### config.mk
export PLATFORM = sky130hd
export DESIGN_NAME = level_border_ctrl
export DESIGN_NICKNAME = d
export VERILOG_FILES = /design/src/rtl/display_pkg.sv /design/src/rtl/ring_hit.sv /design/src/rtl/level_border_ctrl.sv
export SDC_FILE = /design/constraint.sdc
export NUM_CORES = 1
export LEC_CHECK = 0
export ABC_AREA = 1
export CELL_PAD_IN_SITES_DETAIL_PLACEMENT = 2
export CELL_PAD_IN_SITES_GLOBAL_PLACEMENT = 2
export CORE_ASPECT_RATIO = 1.75
export CORE_UTILIZATION = 35
export CTS_BUF_LIST = sky130_fd_sc_hd__clkbuf_2
export DETAILED_ROUTE_END_ITERATION = 6
export PLACE_DENSITY_LB_ADDON = 0.15
export SLEW_MARGIN = 15
export SYNTH_ARGS = -nofsm -noshare
export SYNTH_HDL_FRONTEND = slang
export SYNTH_SLANG_ARGS = --single-unit
### constraint.sdc
create_clock -name CLK -period 7.92 [get_ports CLK]
set_clock_uncertainty 0.15 [all_clocks]
set_input_delay 0.792 -clock CLK [delete_from_list [all_inputs] [get_ports CLK]]
set_output_delay 0.792 -clock CLK [all_outputs]
set_load 0.05 [all_outputs]
### src/rtl/display_pkg.sv
// Shared constants for the level/border display: RGB565 colours, ring geometry
// and the lockout controller state encoding.
`timescale 1ns/1ps
package display_pkg;

   localparam int COORD_W = 13;
   localparam int INSET_W = 5;
   localparam int THICK_W = 2;

   localparam logic [15:0] RED    = 16'hF800;
   localparam logic [15:0] ORANGE = {5'h1F, 6'b101001, 5'h00};
   localparam logic [15:0] GREEN  = 16'h07E0;
   localparam logic [15:0] BLACK  = 16'h0000;

   localparam logic [INSET_W-1:0] RED_INSET    = 5'd4;
   localparam logic [INSET_W-1:0] ORANGE_INSET = 5'd8;
   localparam logic [INSET_W-1:0] GREEN_INSET  = 5'd12;
   localparam logic [INSET_W-1:0] GREEN_STEP   = 5'd2;

   localparam logic [THICK_W-1:0] RED_THICK    = 2'd1;
   localparam logic [THICK_W-1:0] ORANGE_THICK = 2'd3;
   localparam logic [THICK_W-1:0] GREEN_THICK  = 2'd1;

   typedef enum logic {
      ST_IDLE = 1'b0,
      ST_LOCK = 1'b1
   } ctrl_state_e;

   // Inset of the k-th green level ring; rings step inwards from GREEN_INSET.
   function automatic logic [INSET_W-1:0] green_inset(input int k);
      return GREEN_INSET + INSET_W'(int'(GREEN_STEP) * k);
   endfunction

endpackage

### src/rtl/ring_hit.sv
// Combinational test of whether pixel (x, y) lies on the rectangular ring of
// the given inset and thickness inside an OLED_W x OLED_H frame.
`timescale 1ns/1ps
module ring_hit
   import display_pkg::*;
#(
   parameter int OLED_W = 96,
   parameter int OLED_H = 64
) (
   input  logic [COORD_W-1:0] x,
   input  logic [COORD_W-1:0] y,
   input  logic [INSET_W-1:0] inset,
   input  logic [THICK_W-1:0] thickness,
   output logic               hit
);

   // Signed bounds so an inner rectangle that collapses past zero stays empty.
   localparam int SW = COORD_W + 3;
   typedef logic signed [SW-1:0] coord_t;

   coord_t xs, ys;
   coord_t o_lo, o_hx, o_hy;
   coord_t i_lo, i_hx, i_hy;
   logic   in_outer, in_inner;

   always_comb begin
      xs   = {3'b000, x};
      ys   = {3'b000, y};
      o_lo = {{(SW-INSET_W){1'b0}}, inset};
      i_lo = o_lo + {{(SW-THICK_W){1'b0}}, thickness};
      o_hx = coord_t'(OLED_W - 1) - o_lo;
      o_hy = coord_t'(OLED_H - 1) - o_lo;
      i_hx = coord_t'(OLED_W - 1) - i_lo;
      i_hy = coord_t'(OLED_H - 1) - i_lo;

      in_outer = (xs >= o_lo) && (xs <= o_hx) && (ys >= o_lo) && (ys <= o_hy);
      in_inner = (xs >= i_lo) && (xs <= i_hx) && (ys >= i_lo) && (ys <= i_hy);
      hit      = in_outer && !in_inner;
   end

endmodule

### src/rtl/level_border_ctrl.sv
// Button-driven level counter with post-press lockout, and a registered
// pixel colour generator drawing red/orange borders plus green level rings.
`timescale 1ns/1ps
module level_border_ctrl
   import display_pkg::*;
#(
   parameter int LEVELS      = 4,
   parameter int LOCK_CYCLES = 300_000_000,
   parameter bit WRAP        = 1'b1,
   parameter int OLED_W      = 96,
   parameter int OLED_H      = 64
) (
   input  logic        CLK,
   input  logic        reset_n,
   input  logic        btn_up,
   input  logic        btn_dn,
   input  logic [12:0] pixel_index,
   output logic [3:0]  level,
   output logic        locked,
   output logic [15:0] pixel_data
);

   localparam int               CNT_W     = $clog2(LOCK_CYCLES);
   localparam logic [CNT_W-1:0] CNT_LAST  = CNT_W'(LOCK_CYCLES - 1);
   localparam logic [3:0]       LEVEL_MAX = 4'(LEVELS);
   localparam int               NUM_PIX   = OLED_W * OLED_H;

   ctrl_state_e      state, state_n;
   logic [CNT_W-1:0] cnt, cnt_n;
   logic [3:0]       level_n;
   logic             prev_up, prev_dn;
   logic             up_edge, dn_edge;

   // NOTE: registers use non-blocking assignments so every flop samples
   // pre-edge values regardless of block evaluation order.
   always_ff @(posedge CLK or negedge reset_n) begin
      if (!reset_n) begin
         prev_up <= 1'b0;
         prev_dn <= 1'b0;
      end else begin
         prev_up <= btn_up;
         prev_dn <= btn_dn;
      end
   end

   assign up_edge = btn_up & ~prev_up;
   assign dn_edge = btn_dn & ~prev_dn;

   // NOTE: every output is given its hold value first so no path infers a latch.
   always_comb begin
      state_n = state;
      cnt_n   = cnt;
      level_n = level;
      unique case (state)
         ST_IDLE: begin
            cnt_n = '0;
            if (up_edge && !dn_edge) begin
               if (level != LEVEL_MAX) begin
                  level_n = level + 4'd1;
                  state_n = ST_LOCK;
               end else if (WRAP) begin
                  level_n = 4'd0;
                  state_n = ST_LOCK;
               end
            end else if (dn_edge && !up_edge) begin
               if (level != 4'd0) begin
                  level_n = level - 4'd1;
                  state_n = ST_LOCK;
               end else if (WRAP) begin
                  level_n = LEVEL_MAX;
                  state_n = ST_LOCK;
               end
            end
         end
         ST_LOCK: begin
            if (cnt == CNT_LAST) begin
               state_n = ST_IDLE;
               cnt_n   = '0;
            end else begin
               cnt_n = cnt + 1'b1;
            end
         end
      endcase
   end

   always_ff @(posedge CLK or negedge reset_n) begin
      if (!reset_n) begin
         state <= ST_IDLE;
         cnt   <= '0;
         level <= 4'd0;
      end else begin
         state <= state_n;
         cnt   <= cnt_n;
         level <= level_n;
      end
   end

   assign locked = (state == ST_LOCK);

   logic [COORD_W-1:0] px, py;
   logic [LEVELS+1:0]  hit;

   assign px = pixel_index % COORD_W'(OLED_W);
   assign py = pixel_index / COORD_W'(OLED_W);

   // Slot 0 is the red border, slot 1 the orange band, the rest are level rings.
   for (genvar g = 0; g < LEVELS + 2; g++) begin : g_ring
      localparam logic [INSET_W-1:0] INS = (g == 0) ? RED_INSET :
                                           (g == 1) ? ORANGE_INSET : green_inset(g - 2);
      localparam logic [THICK_W-1:0] THK = (g == 0) ? RED_THICK :
                                           (g == 1) ? ORANGE_THICK : GREEN_THICK;
      ring_hit #(
         .OLED_W (OLED_W),
         .OLED_H (OLED_H)
      ) u_ring (
         .x         (px),
         .y         (py),
         .inset     (INS),
         .thickness (THK),
         .hit       (hit[g])
      );
   end

   logic [15:0] colour;
   logic        green_any;
   logic        in_range;

   always_comb begin
      green_any = 1'b0;
      for (int k = 0; k < LEVELS; k++) begin
         if (hit[k+2] && (int'(level) > k)) green_any = 1'b1;
      end
      in_range = int'(pixel_index) < NUM_PIX;
      colour   = BLACK;
      if (!in_range)      colour = BLACK;
      else if (hit[0])    colour = RED;
      else if (hit[1])    colour = ORANGE;
      else if (green_any) colour = GREEN;
   end

   always_ff @(posedge CLK or negedge reset_n) begin
      if (!reset_n) pixel_data <= 16'h0000;
      else          pixel_data <= colour;
   end

endmodule

==> results of run 1 <==
## sequential cells by signal (all words and copies together) (netlist names)
register	cells
prev_up	1
level	4
cnt	29
pixel_data	3
locked	1
prev_dn	1
## power by group through the flow
stage | Combinational, mW | Sequential (mW) | Clock (mW)
global placement | 0.255 | 0.217 | 0
finish | 0.258 | 0.214 | 0.123
CTS | 0.261 | 0.215 | 0.127
detailed placement | 0.260 | 0.218 | 0
global route | 0.279 | 0.215 | 0.135
floorplan | 0.175 | 0.238 | 0
## cells in the final DEF, fill, tap and decap left out, types with 5 or more instances in the layout
cell type                         instances
sky130_fd_sc_hd__conb_1                   5
sky130_fd_sc_hd__a21oi_1                 25
sky130_fd_sc_hd__nand3_1                 40
sky130_fd_sc_hd__nor2_1                  69
sky130_fd_sc_hd__clkbuf_2                 5
sky130_fd_sc_hd__dfrtp_1                 39
sky130_fd_sc_hd__clkdlybuf4s50_1         31
sky130_fd_sc_hd__inv_1                   73
sky130_fd_sc_hd__nand2_1                 89
sky130_fd_sc_hd__o21ai_0                 20
sky130_fd_sc_hd__nand2_2                 15
sky130_fd_sc_hd__nor3_1                  14
sky130_fd_sc_hd__a31oi_1                  6
sky130_fd_sc_hd__inv_2                    5
sky130_fd_sc_hd__o211ai_1                 5
sky130_fd_sc_hd__xor2_1                   5
sky130_fd_sc_hd__nand4_1                  5
sky130_fd_sc_hd__ha_1                     6
sky130_fd_sc_hd__nor2_2                   7
sky130_fd_sc_hd__nand3_2                  5
## worst paths after layout
kind / endpoint / slack (ns) / depth (start not counted)
max in group asynchronous: cnt[19] / 6.75 / 1
setup reg to reg: cnt[28] / 4.68 / 19
hold reg to reg: cnt[0] / 0.38 / 1
min in group CLK: cnt[0] / 0.38 / 1
hold / removal: cnt[3] / 0.29 / 1
setup / recovery: pixel_data[10] / 4.34 / 23
## per-layer routing
metal	global-route usage [%]	vias up	part of all wire, %	wire length [um]
met3	1.96	10	0.85	82
met4	7.44	0	2.2	211
met2	47.5	16	63	6090
li1	-	1565	-	-
met1	19.8	1568	34	3310
met5	0	-	0	0
## kinds of logic (layout without fill, tap and decap cells)
| group | Yosys count | in the layout |
|---|---|---|
| compound gates | 68 | 68 |
| xor+xnor | 6 | 6 |
| fa+ha+maj | 6 | 6 |
| buf+inv | 97 | 119 |
| flops | 39 | 39 |
| other cells | 1 | 6 |
| simple gates | 260 | 260 |
## worst max-delay path: cells and delay by family
| kind | cells | cell delay (ns) |
|---|---|---|
| buf+inv | 5 | 0.86 |
| simple gates | 16 | 1.80 |
| compound gates | 2 | 0.29 |
## layout make-up
cell class	count	area [um2]
clock buffers	5	25.0
fillers	1113	5160
repair buffers	33	323
flip-flops and latches	39	976
clock inverters	3	38.8
well taps	117	146
diodes	1	2.50
multi-input cells	345	1820
inverters	78	293
==> results list, run 1 <==
* Outcome: complete, no violations
- By area, the combinational part of the netlist is dominated by simple AND/OR/NAND/NOR gates.
- Dividing total power by cell area gives a power density of 164 nW/um2.
* Highest Clock Rate: 279 MHz
- The largest individual stage delay along the critical path comes from the cell sky130_fd_sc_hd__clkdlybuf4s50_1.
- Post-DRT Antenna Nets: 0
* Leading area contributor after synthesis: sky130_fd_sc_hd__dfrtp_1
- Of the total synthesized cell area, the portion taken by full adders, half adders and majority gates is 2.34%.
- On the worst path, the slowest cell contributes a delay of 0.52 ns.
- For the final routed database, the setup TNS stands at 0 ns.
- Type of origin of the critical path: input port
- In the final routed layout, each cell accounts on average for 15.6 um.
* Clock transition at the registers of the reported paths: 0.21 ns
- Summed over all nets, the switching power comes to 0.261 mW.
- Root buffer selected by CTS: sky130_fd_sc_hd__clkbuf_2
- Cell types occupying the most area after synthesis: sky130_fd_sc_hd__dfrtp_1 (30%), sky130_fd_sc_hd__nand2_1 (10%), sky130_fd_sc_hd__inv_1 (8.6%)
- Portion of netlist area occupied by mux cells: 0%
- After detailed routing, the number of vias per cell comes to 5.09.
* Flip-flop and latch count after synthesis: 39
- Cell area after synthesis: 3200 um2
- Cells resized by post-CTS repair: 0
- Top-count cell post-synth: sky130_fd_sc_hd__nand2_1
- Antenna violations before repair: 1
* Initial cell density of the core: 36.5%
* Clock power share: 20.7%
- Detailed-placement wirelength estimate: 8060 um
- Post-synthesis sequential area ratio: 30.5%
* Asr flop ratio synth: 100%
- Across the VDD grid, the largest voltage drop is 61.9 uV.
- Layout cells sized above 1: 10.9%
- Total cell area at the placement stage: 3560 um2
* Fraction of power spent switching nets: 43.9%
- PortBufs: 32
- Core Util, Final: 41.3%
* Largest net degree at the start of global routing: 40
- Summed over all layers, the global routing overflow is 0.
- After detailed routing, the total wire length is 9690 um.
- At the worst endpoint, the required time is 8.09 ns.
* Share of synthesized cell area in and, or, nand and nor gates: 39.6%
- For this design the static power due to leakage is 1.82 nW.
- Crit path setup slack, layout: 4.34 ns
- The tightest min-delay check is of the in2async type.
- After floorplanning, the core was divided into 45 placement rows.
- After clock tree synthesis, the setup repair step added 0 buffers.
- Setup repair after global routing left no endpoint under its margin.
- The clock period could shrink to 3.58 ns.
- After Yosys synthesis, XOR and XNOR cells account for 1.64% of the synthesized area.
- For this design the top-level I/O count stands at 38.
- Residual DRC count: 0
- Counting along the longest clock path gives a buffer depth of 2.
* Slew at the pin with the worst max-slew slack: 0.882 ns
- Counting flops with a built-in enable in the synthesized netlist gives 0.
- Gpl congestion: 0.861
- The die is 74.3 um wide.
* Area delta synth->final: 13.2%
- Counting the buffers created by CTS gives 5.
- In this run the tightest slew margin relative to its limit is 41.2%.
- Die boundary height: 129 um
- Overall Global Routing Usage: 22.1%
- Max-cap violation count: 0
- Global-route wire length before repair: 16,300 um
* Final standard cell count with taps included and fillers excluded: 621
- Setup violations remaining at the end of the flow were counted as 0.
- TritonCTS sink count: 39
* Start point of the critical path: pixel_index[11]
* Worst Setup End Kind: flop
* Die Outline Area: 9550 um2
- Number of instances in the synthesized netlist: 477
- Mean post-synth cell area: 6.71 um2
- The worst register-to-register path begins at cnt[0].
- Sequential power share: 35.9%
* Overall power of the completed layout: 0.595 mW
- TritonCTS built the clock tree.
* Post-synth top cells: sky130_fd_sc_hd__nand2_1 (89), sky130_fd_sc_hd__inv_1 (73), sky130_fd_sc_hd__nor2_1 (69)
* CTS H-tree depth: 2
- In this run, placement finished with an instance count of 612.
* Total non-filler cell area in the finished layout: 3620 um2
* Count of synthesis-stage warnings from yosys: 0
- At the placement stage, the worst setup path has a slack of 3.87 ns.
- In the finished design, the share of the clock period the worst path needs comes to 45.2%.
- In this run the biggest area consumer among cell types represents 30.5% of the synthesized area.
- Comb power frac: 43.3%
- Initial DRT Pass Iterations: 4
- Final hold analysis gives a worst-case slack of 0.291 ns.
- The final layout contains 525 nets.
* Cells traversed along the worst timing path: clkdlybuf4s50_1, inv_1, nand2_1, nand2_2, nand2_2, nand2_2, a21oi_4, inv_1, nand2_1, nand3_1, nand2_1, nand2_1, nand2_2, inv_1, a21oi_1, nand3_1, nand2_2, inv_2, nor2_1, nand2_1, nand2_1, nand3b_1, nand3_2
- Number of buffers inserted for hold repair after clock tree synthesis: 0
- Most used flip-flop cell after synthesis: sky130_fd_sc_hd__dfrtp_1
- Iteration-0 DRC count of the detailed router: 43
- The hold violation count in the final report came to 0.
- Vias in the first global route: 3,532
* Crit path max fanout: 13
- Count of distinct cell types in the synthesized netlist: 36
* Critical setup path kind: in2reg
* Internal power consumption: 0.334 mW
* Detailed-route via count: 3,159
* Clock latency at the later pin of the worst-skew pair: 0.42 ns
- Core area: 8780 um2
- The synthesized netlist devotes 12.6% of its cell area to compound gates.
* Critical Path AT: 3.75 ns
- Total count of max-transition violations in the final report: 0
* Cell mode on critical path: sky130_fd_sc_hd__nand2_1
(Power assumes the default switching activity.)
==> run 2, diff against run 1 <==
Settings changed: CORE_UTILIZATION 35 to 32.
Clock period 7.92 ns to 3.6 ns, I/O delays scaled along.
==> results list, run 2 (synthesis results as in run 1) <==
- Outcome: complete, no violations
* Vias in the first global route: 3,582
- Root buffer selected by CTS: sky130_fd_sc_hd__clkbuf_2
- Hold violation count in the final report: 0
- Residual DRC count: 0
- Total cell area at the placement stage: 3570 um2
* Detailed-route via count: 3,209
* Hold/Removal Path Class: in2reg
* Clock tree from TritonCTS: built
- At the worst endpoint, the required time is 3.77 ns.
- Die W: 77.6 um
- Register-to-Register Setup Slack: 0.48 ns
- Setup total negative slack on the finished layout was measured at 0 ns.
- Total count of max-transition violations in the final report: 0
* TritonCTS sink count: 39
* Registers with the most flip-flops: cnt x29, level x4, pixel_data x3
- PortBufs: 32
- The later pin in the worst-skew pair is clocked with a latency of 0.42 ns.
- After filler insertion, the fill cell instance count of the layout stands at 1,218.
* Critical setup path kind: in2reg
* Number of nets in the layout: 527
- Across the run, the number of max-cap violations was 0.
- Iteration-0 DRC count of the detailed router: 81
- Type of origin of the critical path: input port
* Average via count per standard cell: 5.09
- Prior to clock tree synthesis, the placed netlist has a worst setup slack of -0.0723 ns.
* Area delta synth->final: 15.2%
- Detailed-placement wirelength estimate: 8340 um
* Final cycle utilization of the critical path: 88.5%
- Summed over all cells, the static leakage comes to 1.86 nW.
* Worst Setup End Kind: flop
- For this run the aggregate overflow at the end of global routing stands at 0.
- Crit path setup slack, layout: 0.414 ns
- Sequential power share: 34.0%
- Number of buffers between clock root and the deepest sink: 2
- Final standard cell count with taps included and fillers excluded: 631
- Max reg flops: 29
* Post-CTS repair timing setup buffer count: 0
- Crit path max fanout: 13
- Internal power consumption: 0.808 mW
* Worst slack on hold paths: 0.225 ns
* Layout cells sized above 1: 11.5%
- Most common cell after layout, fill and taps aside: sky130_fd_sc_hd__nand2_1
- The routed design has 9900 um of wire.
- Total non-filler cell area in the finished layout: 3690 um2
- Per report_power, the clock group accounts for 24.9% of the total.
- Initial DRT Pass Iterations: 6
- Largest net degree at the start of global routing: 40
- Maximum VDD drop: 150 uV
* Die Outline Area: 10,400 um2
- Antenna violations before repair: 1
- Headroom to the max-slew limit came out at 40.2%.
- Power density of the placed cells: 376 nW/um2
- Initial cell density of the core: 32.7%
- Comb power frac: 41.2%
- Overall Global Routing Usage: 20.4%
- Counting I/O delays and the setup requirement, the final critical path takes 3.19 ns.
* Placed Instances: 621
- Site row count: 48
- For the pin with the worst max-slew slack, the measured transition is 0.898 ns.
- Register with the most flip-flops: cnt
- Core Util, Final: 37.7%
* Gpl congestion: 0.812
- Overall power of the completed layout: 1.39 mW
- Total of endpoints with negative setup slack in the final report: 0
- Highest Clock Rate: 314 MHz
- CTS H-tree depth: 2
- TritonCTS created 5 clock buffers.
- Post-DRT Antenna Nets: 0
* Fraction of power spent switching nets: 41.7%
- After clock tree synthesis, the clock-pin slew on the worst setup and hold paths is 0.23 ns.
- For the worst setup path, the data arrival time is 3.36 ns.
- In the layout the commonest cells are sky130_fd_sc_hd__nand2_1 (89), sky130_fd_sc_hd__inv_1 (73), sky130_fd_sc_hd__nor2_1 (68), sky130_fd_sc_hd__nand3_1 (40), sky130_fd_sc_hd__dfrtp_1 (39).
- The die is 134 um tall.
* # IOs: 38
- Core area: 9790 um2
* Total net switching power: 0.579 mW
* Global-route wire length before repair: 16,700 um
* Wirelength per Cell: 15.7 um
* Unrepaired setup endpoints after global routing: no
[run 2: cell types whose count changed in the layout (fill, tap and decap cells not counted)]
cell and delta:
sky130_fd_sc_hd__clkinvlp_4 +1, sky130_fd_sc_hd__clkinv_2 -1, sky130_fd_sc_hd__bufinv_16 +1, sky130_fd_sc_hd__nor2_1 -1, sky130_fd_sc_hd__nor3_4 +1, sky130_fd_sc_hd__nor2_2 +1, sky130_fd_sc_hd__buf_4 +1, sky130_fd_sc_hd__dlygate4sd3_1 +1
sky130_fd_sc_hd__clkinv_1 -1, sky130_fd_sc_hd__nor3_2 -1
[run 2: area by class of cell]
type                            instances  area (um2)  area share [%]
Antenna cell                            1        2.50          0.0678
Clock buffer                            5        25.0           0.678
Clock inverter                          3        67.6            1.83
Inverter                               78         293            7.94
Multi-Input combinational cell        345        1830            49.6
Sequential cell                        39         976            26.5
Tap cell                              125         156            4.24
Timing Repair Buffer                   35         340            9.23
[run 2: worst max-delay path, stage by stage]
cell	delay, ns
sky130_fd_sc_hd__clkdlybuf4s50_1	0.52
sky130_fd_sc_hd__inv_1	0.07
sky130_fd_sc_hd__nand2_1	0.10
sky130_fd_sc_hd__nand2_2	0.10
sky130_fd_sc_hd__nand2_2	0.08
sky130_fd_sc_hd__nand3_1	0.14
sky130_fd_sc_hd__nand2_2	0.14
sky130_fd_sc_hd__inv_1	0.06
sky130_fd_sc_hd__nand2_1	0.07
sky130_fd_sc_hd__nand2_2	0.08
sky130_fd_sc_hd__o21bai_1	0.24
sky130_fd_sc_hd__nand3_2	0.15
sky130_fd_sc_hd__nand3_1	0.12
sky130_fd_sc_hd__nand3_1	0.13
sky130_fd_sc_hd__nand2_2	0.26
sky130_fd_sc_hd__inv_2	0.13
sky130_fd_sc_hd__nor2_1	0.20
sky130_fd_sc_hd__nand2_1	0.12
sky130_fd_sc_hd__nand2_1	0.07
sky130_fd_sc_hd__nand3b_1	0.14
sky130_fd_sc_hd__nand3_2	0.08
[run 2: routing by layer]
metal  track usage, %  routed length, um
met5                0                  0
met4             8.91                295
met3             1.09                 58
met2             44.8               6220
met1             17.8               3320
[run 2: timing repair]
| action | in CTS | in global routing |
|---|---|---|
| hold endpoints to repair | 39 | 0 |
| hold buffers | 1 | 0 |
| endpoints found under the setup margin | 0 | 1 |
| gates resized for setup | 0 | 2 |
[run 2: power groups by stage]
stage	Combinational (mW)	Sequential, mW	Clock, mW
after floorplan	0.385	0.524	0
after global placement	0.561	0.479	0
after detailed placement	0.575	0.480	0
after CTS	0.577	0.472	0.360
after global routing	0.614	0.474	0.367
final	0.571	0.471	0.345
[run 2: path summary, 6_finish.rpt]
| path | start | to | cells after the start |
|---|---|---|---|
| max in group asynchronous | reset_n | cnt[12] | 2 |
| hold / removal | btn_dn | prev_dn | 1 |
| min in group asynchronous | reset_n | cnt[5] | 2 |
| setup / recovery | pixel_index[11] | pixel_data[10] | 21 |
| hold reg to reg | cnt[0] | cnt[0] | 1 |
| setup reg to reg | cnt[0] | cnt[28] | 19 |
